## config.mk

```make
export PLATFORM = sky130hd
export DESIGN_NAME = tpu_tile_scheduler
export DESIGN_NICKNAME = d
export VERILOG_FILES = /design/src/rtl/tpu_pkg.sv /design/src/rtl/tpu_phase_counter.sv /design/src/rtl/tpu_tile_scheduler.sv
export SDC_FILE = /design/constraint.sdc
export NUM_CORES = 1
export LEC_CHECK = 0
export BUFFER_PORTS_ARGS = -buffer_cell sky130_fd_sc_hd__buf_2
export CORE_MARGIN = 3
export CORE_UTILIZATION = 45
export CTS_BUF_LIST = sky130_fd_sc_hd__clkbuf_4 sky130_fd_sc_hd__clkbuf_8
export DETAILED_ROUTE_END_ITERATION = 7
export HOLD_SLACK_MARGIN = 0.02
export PLACE_DENSITY_LB_ADDON = 0.3
export SLEW_MARGIN = 20
export SYNTH_ARGS = -nofsm -noshare
export SYNTH_HDL_FRONTEND = slang
export SYNTH_SLANG_ARGS = --single-unit
```

## constraint.sdc

```tcl
create_clock -name clk -period 4.5 [get_ports clk]
set_input_delay 0.675 -clock clk [delete_from_list [all_inputs] [get_ports clk]]
set_output_delay 0.675 -clock clk [all_outputs]
set_load 0.01 [all_outputs]
```

## src/rtl/tpu_pkg.sv

```systemverilog
// Shared types and elaboration helpers for the systolic-array tile scheduler.
package tpu_pkg;

    typedef enum logic [2:0] {
        IDLE,
        PRELOAD,
        STREAM,
        DRAIN,
        DONE
    } state_e;

    // Bits needed to hold 0..value-1, never less than one.
    function automatic int unsigned clog2(input int unsigned value);
        int unsigned width = 1;
        for (int unsigned i = 1; i < 32; i++) begin
            if ((32'd1 << i) < value) width = i + 1;
        end
        return width;
    endfunction

    function automatic int unsigned tile_num(input int unsigned col_num,
                                             input int unsigned pe_size);
        return col_num / pe_size;
    endfunction

    function automatic int unsigned max3(input int unsigned a,
                                         input int unsigned b,
                                         input int unsigned c);
        int unsigned m = a;
        if (b > m) m = b;
        if (c > m) m = c;
        return m;
    endfunction

endpackage

```

## src/rtl/tpu_phase_counter.sv

```systemverilog
// Up-counter with clear and enable; saturates at last_i and flags it.
module tpu_phase_counter
    import tpu_pkg::*;
#(
    parameter int unsigned WIDTH = 8
) (
    input  logic             clk,
    input  logic             rst,
    input  logic             clr_i,
    input  logic             en_i,
    input  logic [WIDTH-1:0] last_i,
    output logic [WIDTH-1:0] cnt_o,
    output logic             tc_o
);

    logic [WIDTH-1:0] cnt_q, cnt_d;

    always_comb begin
        cnt_d = cnt_q;
        if (clr_i) begin
            cnt_d = '0;
        end else if (en_i && (cnt_q != last_i)) begin
            cnt_d = cnt_q + 1'b1;
        end
    end

    always_ff @(posedge clk) begin
        if (rst) cnt_q <= '0;
        else     cnt_q <= cnt_d;
    end

    assign cnt_o = cnt_q;
    assign tc_o  = (cnt_q == last_i);

endmodule

```

## src/rtl/tpu_tile_scheduler.sv

```systemverilog
// Layer-pass sequencer: per tile an ifmap preload then a stallable weight
// stream, followed by a fixed drain and a one-cycle done pulse.
module tpu_tile_scheduler
    import tpu_pkg::*;
#(
    parameter  int unsigned PE_SIZE        = 14,
    parameter  int unsigned WEIGHT_ROW_NUM = 70,
    parameter  int unsigned WEIGHT_COL_NUM = 294,
    parameter  int unsigned DRAIN_LAT      = 28,
    localparam int unsigned TILE_NUM       = tile_num(WEIGHT_COL_NUM, PE_SIZE),
    localparam int unsigned ADDR_W         = clog2(WEIGHT_COL_NUM),
    localparam int unsigned ROW_W          = clog2(WEIGHT_ROW_NUM),
    localparam int unsigned TILE_W         = clog2(TILE_NUM)
) (
    input  logic              clk,
    input  logic              rst,
    input  logic              start_i,
    input  logic              abort_i,
    input  logic              ofmap_full_i,
    output logic              acc_rst_o,
    output logic              ifmap_rd_en_o,
    output logic [ADDR_W-1:0] ifmap_addr_o,
    output logic              weight_rd_en_o,
    output logic [ROW_W-1:0]  weight_addr_o,
    output logic              psum_en_o,
    output logic [TILE_W-1:0] tile_idx_o,
    output logic              busy_o,
    output logic              done_o
);

    localparam int unsigned CNT_W = clog2(max3(PE_SIZE, WEIGHT_ROW_NUM, DRAIN_LAT));

    if (WEIGHT_COL_NUM % PE_SIZE != 0) begin : g_bad_cfg
        $fatal(1, "WEIGHT_COL_NUM must be a multiple of PE_SIZE");
    end

    state_e            state_q, state_d;
    logic              acc_rst_q, acc_rst_d;
    logic              ifmap_rd_en_q, ifmap_rd_en_d;
    logic [ADDR_W-1:0] ifmap_addr_q, ifmap_addr_d;
    logic              weight_rd_en_q, weight_rd_en_d;
    logic              busy_q, busy_d;
    logic              done_q, done_d;

    logic              phase_clr, phase_en, phase_tc;
    logic [CNT_W-1:0]  phase_last, phase_cnt;
    logic              tile_clr, tile_en, tile_tc;
    logic [TILE_W-1:0] tile_cnt;

    tpu_phase_counter #(.WIDTH(CNT_W)) u_phase_cnt (
        .clk    (clk),
        .rst    (rst),
        .clr_i  (phase_clr),
        .en_i   (phase_en),
        .last_i (phase_last),
        .cnt_o  (phase_cnt),
        .tc_o   (phase_tc)
    );

    tpu_phase_counter #(.WIDTH(TILE_W)) u_tile_cnt (
        .clk    (clk),
        .rst    (rst),
        .clr_i  (tile_clr),
        .en_i   (tile_en),
        .last_i (TILE_W'(TILE_NUM - 1)),
        .cnt_o  (tile_cnt),
        .tc_o   (tile_tc)
    );

    always_comb begin
        case (state_q)
            PRELOAD: phase_last = CNT_W'(PE_SIZE - 1);
            STREAM:  phase_last = CNT_W'(WEIGHT_ROW_NUM - 1);
            default: phase_last = CNT_W'(DRAIN_LAT - 1);
        endcase
    end

    always_comb begin
        state_d        = state_q;
        acc_rst_d      = 1'b0;
        ifmap_rd_en_d  = 1'b0;
        ifmap_addr_d   = ifmap_addr_q;
        weight_rd_en_d = 1'b0;
        done_d         = 1'b0;
        phase_clr      = 1'b0;
        phase_en       = 1'b0;
        tile_clr       = 1'b0;
        tile_en        = 1'b0;

        case (state_q)
            IDLE: begin
                if (start_i) begin
                    state_d       = PRELOAD;
                    acc_rst_d     = 1'b1;
                    ifmap_rd_en_d = 1'b1;
                    ifmap_addr_d  = '0;
                    phase_clr     = 1'b1;
                    tile_clr      = 1'b1;
                end
            end
            PRELOAD: begin
                // Address runs continuously across tiles, so it lands on the next tile base.
                if (ifmap_addr_q != ADDR_W'(WEIGHT_COL_NUM - 1)) begin
                    ifmap_addr_d = ifmap_addr_q + 1'b1;
                end
                if (phase_tc) begin
                    state_d        = STREAM;
                    phase_clr      = 1'b1;
                    weight_rd_en_d = 1'b1;
                end else begin
                    phase_en      = 1'b1;
                    ifmap_rd_en_d = 1'b1;
                end
            end
            STREAM: begin
                // Row advances only after a cycle that actually issued; stalls hold it.
                if (weight_rd_en_q && phase_tc) begin
                    phase_clr = 1'b1;
                    if (tile_tc) begin
                        state_d = DRAIN;
                    end else begin
                        state_d       = PRELOAD;
                        tile_en       = 1'b1;
                        ifmap_rd_en_d = 1'b1;
                    end
                end else begin
                    phase_en       = weight_rd_en_q;
                    weight_rd_en_d = !ofmap_full_i;
                end
            end
            DRAIN: begin
                if (phase_tc) begin
                    state_d   = DONE;
                    phase_clr = 1'b1;
                    done_d    = 1'b1;
                end else begin
                    phase_en = 1'b1;
                end
            end
            default: begin
                state_d = IDLE;
            end
        endcase

        if (abort_i) begin
            state_d        = IDLE;
            acc_rst_d      = 1'b0;
            ifmap_rd_en_d  = 1'b0;
            ifmap_addr_d   = '0;
            weight_rd_en_d = 1'b0;
            done_d         = 1'b0;
            phase_clr      = 1'b1;
            phase_en       = 1'b0;
            tile_clr       = 1'b1;
            tile_en        = 1'b0;
        end

        busy_d = (state_d != IDLE);
    end

    always_ff @(posedge clk) begin
        if (rst) begin
            state_q        <= IDLE;
            acc_rst_q      <= 1'b0;
            ifmap_rd_en_q  <= 1'b0;
            ifmap_addr_q   <= '0;
            weight_rd_en_q <= 1'b0;
            busy_q         <= 1'b0;
            done_q         <= 1'b0;
        end else begin
            state_q        <= state_d;
            acc_rst_q      <= acc_rst_d;
            ifmap_rd_en_q  <= ifmap_rd_en_d;
            ifmap_addr_q   <= ifmap_addr_d;
            weight_rd_en_q <= weight_rd_en_d;
            busy_q         <= busy_d;
            done_q         <= done_d;
        end
    end

    assign acc_rst_o      = acc_rst_q;
    assign ifmap_rd_en_o  = ifmap_rd_en_q;
    assign ifmap_addr_o   = ifmap_addr_q;
    assign weight_rd_en_o = weight_rd_en_q;
    assign psum_en_o      = weight_rd_en_q;
    assign weight_addr_o  = phase_cnt[ROW_W-1:0];
    assign tile_idx_o     = tile_cnt;
    assign busy_o         = busy_q;
    assign done_o         = done_q;

endmodule

```

* After elaboration in Yosys (flattened, before gate mapping)
Cells that the tools add are included.
** Storage, ports and cells
- Bits in registers :: 29
- Bits in latches :: 0
- Bits in writable memories :: 0
- Memory bits (read-only) :: 0
- Bits of input ports :: 5
- Output and inout bits :: 27
- Logic and storage cells :: 65
- Memories :: 0
** Cells by class
- Add/subtract/negate cells :: 3
- $mul :: 0
- Divide/modulo/power cells :: 0
- Magnitude comparators :: 0
- Eq/ne operators :: 10
- Shift-type cells :: 0
- Multiplexer cells :: 29
- Bitwise gates (word level) :: 1
- Reductions and logical operators :: 13
** Operators with widths (number)
- 9-bit two-way mux :: 2
- 9-bit one-hot mux with 2 select lines :: 1
- 3-bit two-way mux :: 5
- 1-bit two-way mux :: 14
- 7-bit one-hot mux with 2 select lines :: 1
- 3-bit one-hot mux with 4 select lines :: 1
- 9-bit by 1-bit adder with 9-bit output (second input constant) :: 1
- 9-bit inequality test (second input constant) :: 1
- 2-bit OR reduction :: 4
- 7-bit by 1-bit adder with 7-bit output (second input constant) :: 1
- 7-bit == test :: 1
- 7-bit inequality test :: 1
- 3-bit by 2-bit == test with 1-bit output (second input constant) :: 2
- 1-bit one-hot mux with 3 select lines :: 2
- 5-bit by 1-bit adder with 5-bit output (second input constant) :: 1
- 5-bit == test (second input constant) :: 1
- 5-bit inequality test (second input constant) :: 1
- 2-bit inequality test (second input constant) :: 2
- 1-bit one-hot mux with 2 select lines :: 2
- 3-bit by 1-bit == test with 1-bit output (second input constant) :: 1
- 1-bit logical AND :: 3
- 3-bit zero test :: 1
- 3-bit AND reduction :: 1
- 3-bit nonzero test :: 1
- other kinds (5) :: 5

* Longest topological paths before layout
Gate-level depths: netlist of run 1.
- Depth in word-level cells :: 8
- Depth in mapped cells :: 7
- Mapped depth without buffers :: 7

* Cells and area by module
A second synthesis of run 1 with hierarchy kept.
** Unflattened totals
- Cells, all modules :: 205
- Area total of the unflattened synthesis :: 1739.2 um^2
** By module, submodules not included
- tpu_tile_scheduler :: times used 1, cells each 102, area an instance 878.3 um^2, sequential area each 340.3 um^2
- tpu_phase_counter at u_phase_cnt :: times used 1, cells each 52, area an instance 461.7 um^2, sequential area each 140.1 um^2
- tpu_phase_counter at u_tile_cnt :: times used 1, cells each 51, area an instance 399.1 um^2, sequential area each 100.1 um^2

* Least setup slack after synthesis of run 1
No wires, ideal clock.
- Path kind :: register -> register
- Start :: register state_q[2]
- End :: register u_phase_cnt.cnt_q[4] (netlist: u_phase_cnt.cnt_o[4])
- Library setup time :: 70 ps
- Data arrival time :: 2013 ps
- Data required time :: 4430 ps
- Path slack :: 2418 ps
- Stages on the path, launching flop included :: 7
- Buffers on the path :: 1
- Clock period less this slack :: 2082 ps
- Cells stage by stage :: dfxtp_1 > buf_2 > nor3b_1 > mux2i_1 > a21oi_4 > or4_1 > a21oi_1
** Between the ends
- Longest elaborated chain between the ends :: 8
- Elaborated cells on any way between the ends :: 19
- Classes of those cells :: 5 x eq/ne; 9 x mux; 5 x reduce/logical
** Ends and longest elaborated chain
- start: declaration :: line tpu_tile_scheduler.sv:37 : state_e state_q, state_d;
- start signal: assignment :: line tpu_tile_scheduler.sv:171 : state_q <= state_d;
- 3-bit by 2-bit == test with 1-bit output or 3-bit by 1-bit == test with 1-bit output (tied branches) :: line tpu_tile_scheduler.sv:71, tpu_tile_scheduler.sv:90
- 7-bit one-hot mux with 2 select lines :: line tpu_tile_scheduler.sv:71 : case (state_q)
- 7-bit == test :: line tpu_phase_counter.sv:33 : assign tc_o = (cnt_q == last_i);
- 1-bit logical AND :: line tpu_tile_scheduler.sv:117 : if (weight_rd_en_q && phase_tc) begin
- 1-bit two-way mux :: line tpu_tile_scheduler.sv:117
- 1-bit one-hot mux with 3 select lines or 1-bit one-hot mux with 2 select lines (tied branches) :: line tpu_tile_scheduler.sv:90 : case (state_q)
- 1-bit two-way mux :: line tpu_tile_scheduler.sv:145 : if (abort_i) begin
- 2-bit OR reduction (no line) or 1-bit logical AND (tied branches)
- end signal: assignment :: line tpu_phase_counter.sv:29 : else cnt_q <= cnt_d;
- end: declaration :: line tpu_phase_counter.sv:16 : logic [WIDTH-1:0] cnt_q, cnt_d;
Parallel ways exist; a longest one is shown, timed or not.
A chain may end at the register's enable or synchronous reset.

* Worst setup path after layout of run 1
- Start :: register state_q[1]
- End :: register ifmap_rd_en_q (netlist: ifmap_rd_en_o)
** Between the ends
- Longest elaborated chain between the ends :: 6
- Elaborated cells on any way between the ends :: 9
- Classes of those cells :: 3 x eq/ne; 4 x mux; 2 x reduce/logical
** Ends and longest elaborated chain
- 3-bit by 2-bit == test with 1-bit output or 3-bit by 1-bit == test with 1-bit output (tied branches) :: line tpu_tile_scheduler.sv:71, tpu_tile_scheduler.sv:90
- 7-bit one-hot mux with 2 select lines :: line tpu_tile_scheduler.sv:71
- 7-bit == test :: line tpu_phase_counter.sv:33
- 1-bit logical AND :: line tpu_tile_scheduler.sv:117
- 1-bit two-way mux :: line tpu_tile_scheduler.sv:117
- 1-bit one-hot mux with 3 select lines * :: line tpu_tile_scheduler.sv:90
- end signal: assignment :: line tpu_tile_scheduler.sv:173 : ifmap_rd_en_q <= ifmap_rd_en_d;
- end: declaration :: line tpu_tile_scheduler.sv:39 : logic ifmap_rd_en_q, ifmap_rd_en_d;
Every way passes the cells marked *; elsewhere a longest branch is shown, timed or not.

==> impl_metrics.csv, run 1 <==
group,metric,value,unit
outcome,outcome,"finished, final reports clean",
job,cap_violations,0,
yosys,avgSynthCellArea,8.70,um2
die,die_area,4220,um2
finish,drive_above_1_share,0.230,
die,io_pins,32,
sta,drv_slew,0,
power_and_ir_drop,seqPwrFrac,0.556,
yosys,yosysWarnings,0,
clocking,cts_tree,"yes",
power_and_ir_drop,combPwrFrac,0.052,
critical_path,path_class,"reg -> reg",
die,die_h,65.0,um
sta,fin_skew,0.00915,ns
yosys,ys.flop_type,"dfxtp_1",
yosys,synth_top_cell_area_share,0.371,
clocking,cts_buffer_depth,2,
critical_path,reg2reg_depth,5,
yosys,synth_cell_types,46,
finish,fin_cells,253,
yosys,postSynthCellCount,180,
drt,vias_per_cell,5.72,
placement,dpl.cell_count,245,
drt,drt_pass1_iterations,4,
sta,final.setup.tns,0,ns
sta,min_period,2.70,ns
clocking,clk_latency,0.33,ns
power_and_ir_drop,p_total,468,uW
yosys,synth-edff-count,0,
clocking,postCtsSetupBuffers,0,
yosys,synth_top_cell_by_area,"dfxtp_1",
finish,n_antenna_cell,0,
grt,grt_max_degree,27,
yosys,ys_async_sr_fraction,0,
finish,fillers,316,
clocking,root_buffer,"clkbuf_4",
critical_path,end_kind,"flop",
sta,maxSlewHeadroom,0.572,
die,die_w,65.0,um
power_and_ir_drop,p_sw_frac,0.236,
drt,drt_iter0_drc,95,
placement,gp_congestion,0.817,
yosys,ys_top_cells_by_area,"dfxtp_1, nor2_1, a21oi_1, ha_1, xnor2_1",
grt,grt_usage,0.185,
critical_path,cp-endpoint,"ifmap_rd_en_o",
die,initial_core_util,0.493,
placement,postPlaceCellArea,1730,um2
critical_path,cpPeakStageDelay,0.59,ns
placement,dpl.hpwl,2.61,mm
critical_path,cp_top_family,"compound AO/OA/AOI/OAI gates",
worst_hold_path,holdCritPathClass,"reg -> reg",
power_and_ir_drop,p_leak,0.000677,uW
finish,design_area,1800,um2
clocking,cts_inserted_buffers,5,
clocking,ctsHoldBuffers,0,
power_and_ir_drop,power_switching,111,uW
grt,antenna_found_initial,0,
critical_path,cp_num_buf_inv,0,
power_and_ir_drop,clkPwrFrac,0.392,
critical_path,slowest_stage,"dfxtp_1",
clocking,cts.sinks,29,
yosys,synth_common_cells,"dfxtp_1, nor2_1, a21oi_1",
grt,grt_overflow,0,
sta,min_period_over_period,0.599,
clocking,post_cts_resized,0,
critical_path,r2r-start,"state_q[1]",
yosys,ys_seq_area_frac,0.371,
power_and_ir_drop,ir_drop,0.192,mV
clocking,clk_pin_slew,0.10,ns
critical_path,worstSetupStartpointType,"flop",
critical_path,rrSetupSlack,1.80,ns
grt,grt_pass1_vias,1313,
drt,via_count,1447,
sta,worst-slew-pin-transition,0.624,ns
yosys,yosysMostFrequentCell,"dfxtp_1",
critical_path,cp.arrival,2.94,ns
critical_path,r2r-end,"ifmap_rd_en_o",
yosys,synth-seq-cells,29,
clocking,ctsHtreeMaxLevel,2,
critical_path,setup.worst_path.start,"state_q[1]",
yosys,synth_area,1570,um2
power_and_ir_drop,power_per_cell_area,260,nW/um2
finish,synthToLayoutAreaGrowth,15.0,%
grt,grt_pass1_wl,6.09,mm
sta,hold_viol,0,
critical_path,crit_chain,"nor3b_1 -> mux2i_1 -> a21oi_4 -> mux2_2 -> a221oi_1",
sta,rsz0062_at_grt,"false",
sta,fmax,371,MHz
drt,drt_wl_total,3.58,mm
critical_path,cp.required,4.74,ns
drt,wl_per_cell,14.2,um
placement,portBuffers,31,
sta,setup_viol,0,
die,fp-row-count,20,
yosys,synthesis.nets,190,
drt,ant_nets,0,
critical_path,cp.depth,5,
power_and_ir_drop,p_int,358,uW
drt,drc,0,
finish,final_nets,218,
die,core_area,3180,um2
critical_path,critPathMaxFanout,26,
## cells by family after synthesis
group,count (synthesis),share of synthesized area
DFF,29,0.371
muxes,5,0.0328
buffers and inverters,18,0.0480
AOI/OAI and AO/OA,39,0.193
xor gates and xnor gates,8,0.0448
adders and majority gates,5,0.0400
and+or+nand+nor,76,0.271
## stage by stage
step	setup WS (ns)	hold slack (ns)	util
2_1_floorplan	2.42	0.516	-
3_3_place_gp	1.99	0.484	0.544
3_5_place_dp	1.87	0.511	0.544
4_1_cts	1.84	0.524	0.567
5_1_grt	1.61	0.556	0.567
6_report	1.80	0.518	0.567
## area by class of cell
type | instances | area, um2 | area share
multi-input combinational | 133 | 910 | 0.505
clock inverter | 1 | 5.00 | 0.00278
sequential | 29 | 581 | 0.322
clock buffer | 7 | 65.1 | 0.0361
timing repair buffer | 31 | 155 | 0.0862
tap | 44 | 55.1 | 0.0306
inverter | 8 | 30.0 | 0.0167
## routing by layer
metal,GRT usage,wire length [um],share of wire
met5,0,0,0
met4,0.0950,84,0.023
met3,0.0555,182,0.051
met2,0.277,1660,0.46
met1,0.239,1660,0.46
## flip-flops by register name, indices dropped and copies added (netlist names)
signal             count
state_q                3
ifmap_addr_o           9
acc_rst_o              1
u_phase_cnt.cnt_o      7
done_o                 1
ifmap_rd_en_o          1
busy_o                 1
u_tile_cnt.cnt_o       5
psum_en_o              1
## power groups by stage
| stage | logic (uW) | clock network [uW] | registers [uW] |
|---|---|---|---|
| after global routing | 27.4 | 198 | 261 |
| after detailed placement | 24.4 | 0 | 267 |
| final | 24.3 | 183 | 261 |
| after CTS | 24.5 | 186 | 261 |
| after global placement | 23.8 | 0 | 266 |
| after floorplan | 16.9 | 0 | 266 |
## how the worst min path moves through the flow
stage	startpoint	endpoint	slack (ns)	cells past startpoint
finish	u_phase_cnt.cnt_o[6]	u_phase_cnt.cnt_o[6]	0.52	2
global placement	u_phase_cnt.cnt_o[6]	u_phase_cnt.cnt_o[6]	0.48	2
floorplan	u_phase_cnt.cnt_o[6]	u_phase_cnt.cnt_o[6]	0.52	2
CTS	u_phase_cnt.cnt_o[6]	u_phase_cnt.cnt_o[6]	0.52	2
global route	u_phase_cnt.cnt_o[6]	u_phase_cnt.cnt_o[6]	0.56	2
detailed placement	u_phase_cnt.cnt_o[6]	u_phase_cnt.cnt_o[6]	0.51	2
## cell usage in the layout (no fill, tap or decap), types with 3 or more instances in the layout
| master | count |
|---|---|
| buf_2 | 31 |
| dfxtp_1 | 29 |
| nor2_1 | 24 |
| a21oi_1 | 14 |
| nand3_1 | 9 |
| inv_1 | 8 |
| nand2_1 | 8 |
| xnor2_1 | 6 |
| o31ai_1 | 5 |
| or4_1 | 5 |
| ha_1 | 5 |
| clkbuf_4 | 5 |
| mux2i_1 | 4 |
| nand4_1 | 4 |
| and3_1 | 4 |
| a211oi_1 | 4 |
| or2_2 | 3 |
| nor4_1 | 3 |
## worst reg2reg max path, delay by kind of cell, from the launching register on
family           cells  cell delay [ns]
AO/OA/AOI/OAI        2             0.81
AND/OR/NAND/NOR      1             0.48
multiplexers         2             0.73
flip-flops           1             0.59
No activity file was read; power rests on OpenSTA's default activity.
==> run 2, diff against run 1 <==
==> constraint.sdc (replaced) <==
create_clock -name clk -period 2.5 [get_ports clk]
set_input_delay 0.375 -clock clk [delete_from_list [all_inputs] [get_ports clk]]
set_output_delay 0.375 -clock clk [all_outputs]
set_load 0.01 [all_outputs]
==> impl_metrics.csv, run 2 (synthesis results as in run 1) <==
group,metric,value,unit
outcome,outcome,"finished, final reports clean",
clocking,ctsHtreeMaxLevel,2,
die,die_h,65.0,um
placement,gp_congestion,0.813,
power_and_ir_drop,p_leak,0.000714,uW
sta,rsz0062_at_grt,"false",
clocking,cts.sinks,29,
die,core_area,3180,um2
worst_hold_path,holdPathStages,3,
clocking,clk_pin_slew,0.10,ns
power_and_ir_drop,seqPwrFrac,0.502,
critical_path,rrSetupSlack,0.22,ns
sta,fin_skew,0.0136,ns
clocking,cts_buffer_depth,2,
grt,grt_pass1_vias,1352,
clocking,post_cts_resized,0,
die,die_w,65.0,um
drt,wl_per_cell,14.6,um
critical_path,reg2reg_depth,6,
sta,hold_ws,0.304,ns
power_and_ir_drop,p_total,929,uW
die,io_pins,32,
power_and_ir_drop,power_switching,195,uW
grt,grt_overflow,0,
critical_path,setup.worst_path.start,"state_q[0]",
placement,place_ws,0.274,ns
clocking,cts_inserted_buffers,5,
sta,maxSlewHeadroom,0.664,
sta,hold_viol,0,
grt,grt_usage,0.183,
drt,drt_wl_total,3.79,mm
finish,largest_register_ffs,9,
power_and_ir_drop,power_per_cell_area,498,nW/um2
finish,design_area,1860,um2
drt,drt_pass1_iterations,4,
worst_hold_path,min_to,"psum_en_o",
power_and_ir_drop,clkPwrFrac,0.443,
critical_path,cp.arrival,2.51,ns
finish,layout_common_cells,"buf_2, dfxtp_1, nor2_1",
finish,final_nets,224,
grt,grt_max_degree,15,
critical_path,r2r-start,"state_q[0]",
drt,ant_nets,0,
power_and_ir_drop,combPwrFrac,0.055,
job,cap_violations,0,
die,initial_core_util,0.493,
clocking,postCtsSetupBuffers,0,
placement,dpl.hpwl,2.81,mm
finish,drive_above_1_share,0.251,
sta,setup_slack,0.224,ns
worst_hold_path,hp-start,"ofmap_full_i",
worst_hold_path,holdCritPathClass,"in -> reg",
grt,grt_pass1_wl,6.09,mm
sta,min_period,2.28,ns
clocking,ctsHoldBuffers,0,
drt,drc,0,
clocking,cts_tree,"yes",
finish,n_antenna_cell,0,
power_and_ir_drop,p_int,734,uW
sta,drv_slew,0,
sta,min_period_over_period,0.910,
die,fp-row-count,20,
clocking,clk_latency,0.33,ns
placement,postPlaceCellArea,1780,um2
critical_path,path_class,"reg -> reg",
critical_path,r2r-end,"ifmap_rd_en_o",
power_and_ir_drop,p_sw_frac,0.210,
critical_path,worstSetupStartpointType,"flop",
sta,final.setup.tns,0,ns
placement,portBuffers,31,
grt,antenna_found_initial,0,
sta,fmax,439,MHz
drt,via_count,1491,
critical_path,critPathMaxFanout,14,
critical_path,cp.required,2.73,ns
finish,final_common_cell,"buf_2",
drt,drt_iter0_drc,88,
die,die_area,4220,um2
sta,setup_viol,0,
power_and_ir_drop,ir_drop,0.302,mV
critical_path,end_kind,"flop",
drt,vias_per_cell,5.76,
finish,synthToLayoutAreaGrowth,19.1,%
clocking,root_buffer,"clkbuf_4",
sta,worst-slew-pin-transition,0.497,ns
==> run 2: changes by cell type in the layout (fill, tap and decap cells not counted), sizes merged <==
cell    delta
buf        +6
clkinv     -1
bufinv     +1
==> run 2: worst max-delay path by stage <==
stage | end | slack, ns | depth (start not counted)
after floorplan | u_phase_cnt.cnt_o[4] | 0.42 | 6
after global placement | ifmap_rd_en_o | 0.32 | 5
after detailed placement | ifmap_rd_en_o | 0.27 | 5
after CTS | ifmap_rd_en_o | 0.26 | 6
after global routing | ifmap_rd_en_o | 0.10 | 6
final | ifmap_rd_en_o | 0.22 | 6
==> run 2: critical path, cell delays in order, from the launching register on <==
cell      delay (ns)
dfxtp_1         0.34
buf_4           0.18
nor3b_1         0.41
mux2i_1         0.22
a21oi_4         0.35
mux2_2          0.39
a221oi_1        0.30
==> run 2: area by class of cell <==
type | instances | area [um2]
Fill cell | 298 | 1310
Multi-Input combinational cell | 133 | 910
Sequential cell | 29 | 581
Timing Repair Buffer | 37 | 200
Clock buffer | 7 | 58.8
Tap cell | 44 | 55.1
Clock inverter | 1 | 30.0
Inverter | 8 | 30.0
==> run 2: routing by layer <==
metal	GRT usage	wire (um)
met1	0.232	1770
met2	0.295	1800
met3	0.0451	160
met4	0.0765	57
met5	0	0
==> run 2: power groups by stage <==
| stage | clock, uW | sequential [uW] | combinational (uW) |
|---|---|---|---|
| after global placement | 0 | 477 | 48.7 |
| after global routing | 431 | 467 | 56.0 |
| after floorplan | 0 | 479 | 30.5 |
| after detailed placement | 0 | 477 | 50.2 |
| final | 412 | 467 | 51.1 |
| after CTS | 412 | 467 | 50.5 |
==> run 2: metrics by stage <==
| stage | utilization | std cells |
|---|---|---|
| 2_1_floorplan | - | 180 |
| 3_3_place_gp | 0.559 | 251 |
| 3_5_place_dp | 0.559 | 251 |
| 4_1_cts | 0.587 | 259 |
| 5_1_grt | 0.587 | 259 |
| 6_report | 0.587 | 259 |
==> run 3, diff against run 2 <==
--- a/config.mk
+++ b/config.mk
@@ -5,11 +5,11 @@
 export SDC_FILE = /design/constraint.sdc
 export NUM_CORES = 1
 export LEC_CHECK = 0
-export BUFFER_PORTS_ARGS = -buffer_cell sky130_fd_sc_hd__buf_2
 export CORE_MARGIN = 3
 export CORE_UTILIZATION = 45
 export CTS_BUF_LIST = sky130_fd_sc_hd__clkbuf_4 sky130_fd_sc_hd__clkbuf_8
 export DETAILED_ROUTE_END_ITERATION = 7
+export DONT_BUFFER_PORTS = 1
 export HOLD_SLACK_MARGIN = 0.02
 export PLACE_DENSITY_LB_ADDON = 0.3
 export SLEW_MARGIN = 20
==> impl_metrics.csv, run 3 (synthesis results as in run 1) <==
group,metric,value,unit
clocking,ctsHtreeMaxLevel,2,
sta,worst-slew-pin-transition,0.510,ns
power_and_ir_drop,seqPwrFrac,0.512,
clocking,cts.sinks,29,
critical_path,end_kind,"flop",
placement,place_ws,0.144,ns
drt,vias_per_cell,6.19,
clocking,root_buffer,"clkbuf_4",
finish,fin_cells,227,
sta,hold_viol,0,
worst_hold_path,holdPathStages,2,
clocking,cts_tree,"yes",
critical_path,r2r-end,"u_phase_cnt.cnt_o[0]",
die,fp-row-count,20,
drt,via_count,1406,
sta,setup_viol,0,
worst_hold_path,hp-start,"ofmap_full_i",
die,die_h,65.0,um
worst_hold_path,holdCritPathClass,"in -> reg",
clocking,cts_inserted_buffers,5,
grt,grt_pass1_vias,1309,
grt,grt_overflow,0,
placement,gp_congestion,0.761,
die,die_area,4220,um2
power_and_ir_drop,clkPwrFrac,0.447,
sta,setup_slack,0.198,ns
critical_path,cp.arrival,2.51,ns
power_and_ir_drop,combPwrFrac,0.041,
power_and_ir_drop,power_per_cell_area,539,nW/um2
drt,ant_nets,0,
die,io_pins,32,
job,cap_violations,0,
clocking,clk_pin_slew,0.09,ns
power_and_ir_drop,p_leak,0.000546,uW
worst_hold_path,min_to,"psum_en_o",
finish,final_common_cell,"dfxtp_1",
finish,final_nets,192,
grt,antenna_found_initial,0,
critical_path,path_class,"reg -> reg",
power_and_ir_drop,p_sw_frac,0.207,
clocking,cts_buffer_depth,2,
critical_path,cp.required,2.71,ns
critical_path,critPathMaxFanout,14,
finish,layout_common_cells,"dfxtp_1, nor2_1, a21oi_1",
drt,drt_wl_total,3.58,mm
finish,n_antenna_cell,0,
clocking,postCtsSetupBuffers,0,
power_and_ir_drop,ir_drop,0.317,mV
drt,drt_iter0_drc,110,
critical_path,r2r-start,"u_phase_cnt.cnt_o[2]",
power_and_ir_drop,p_int,728,uW
critical_path,reg2reg_depth,6,
finish,synthToLayoutAreaGrowth,8.87,%
placement,dpl.cell_count,219,
placement,dpl.hpwl,2.61,mm
drt,drt_pass1_iterations,4,
critical_path,worstSetupStartpointType,"flop",
grt,grt_usage,0.192,
sta,min_period,2.30,ns
drt,drc,0,
sta,fmax,434,MHz
die,core_area,3180,um2
outcome,outcome,"finished, final reports clean",
sta,drv_slew,0,
finish,largest_register_ffs,9,
sta,final.setup.tns,0,ns
sta,maxSlewHeadroom,0.660,
drt,wl_per_cell,15.8,um
sta,rsz0062_at_grt,"false",
clocking,clk_latency,0.33,ns
die,die_w,65.0,um
placement,portBuffers,0,
die,initial_core_util,0.493,
grt,grt_max_degree,15,
power_and_ir_drop,power_switching,190,uW
sta,min_period_over_period,0.921,
grt,grt_pass1_wl,6.25,mm
sta,fin_skew,0.0121,ns
critical_path,rrSetupSlack,0.20,ns
finish,drive_above_1_share,0.131,
## run 3: area by class of cell
class                   count  area [um2]
inverters                   8        30.0
flip-flops and latches     29         583
repair buffers              5        37.5
multi-input cells         133         910
fillers                   310        1470
clock inverters             1        30.0
well taps                  44        55.1
clock buffers               7        58.8
## run 3: critical path, stage by stage (launching register included)
cell and delay (ns):
dfxtp_1 0.49, inv_1 0.12, or4b_4 0.61, a21oi_4 0.33, buf_4 0.26, a21o_1 0.28, a211oi_1 0.07
## run 3: per-layer routing
| layer | GRT usage | vias to the layer above | wire [um] | part of all wire |
|---|---|---|---|---|
| met1 | 0.237 | 677 | 1550 | 0.43 |
| li1 | - | 671 | - | - |
| met5 | 0 | - | 0 | 0 |
| met2 | 0.304 | 51 | 1690 | 0.47 |
| met4 | 0.0976 | 0 | 58 | 0.016 |
| met3 | 0.0537 | 7 | 273 | 0.076 |
## run 3: repair_timing
action                     in CTS  in global routing
setup endpoints to repair       0                  9
gates resized for setup         0                  2
hold buffers                    0                  0
## run 3: worst max path at each step
stage	startpoint	end	slack, ns
finish	u_phase_cnt.cnt_o[2]	u_phase_cnt.cnt_o[0]	0.20
global route	u_phase_cnt.cnt_o[2]	u_phase_cnt.cnt_o[0]	0.06
CTS	state_q[1]	u_phase_cnt.cnt_o[0]	0.10
detailed placement	state_q[1]	u_phase_cnt.cnt_o[0]	0.14
global placement	state_q[1]	u_phase_cnt.cnt_o[0]	0.24
floorplan	state_q[2]	u_phase_cnt.cnt_o[4]	0.42
## run 3: per-stage QoR
step	total power, uW	area, um2	hold slack [ns]	util
2_1_floorplan	510	1570	0.516	-
3_3_place_gp	517	1610	0.465	0.507
3_5_place_dp	517	1610	0.484	0.507
4_1_cts	926	1700	0.191	0.535
5_1_grt	955	1700	0.205	0.536
6_report	918	1700	0.198	0.536
## run 3: power by group through the flow
stage | combinational [uW] | clock (uW) | sequential (uW)
after global placement | 36.3 | 0 | 480
after detailed placement | 36.9 | 0 | 480
final | 37.9 | 410 | 470
after floorplan | 30.5 | 0 | 479
after global routing | 42.3 | 442 | 471
after CTS | 37.4 | 419 | 470
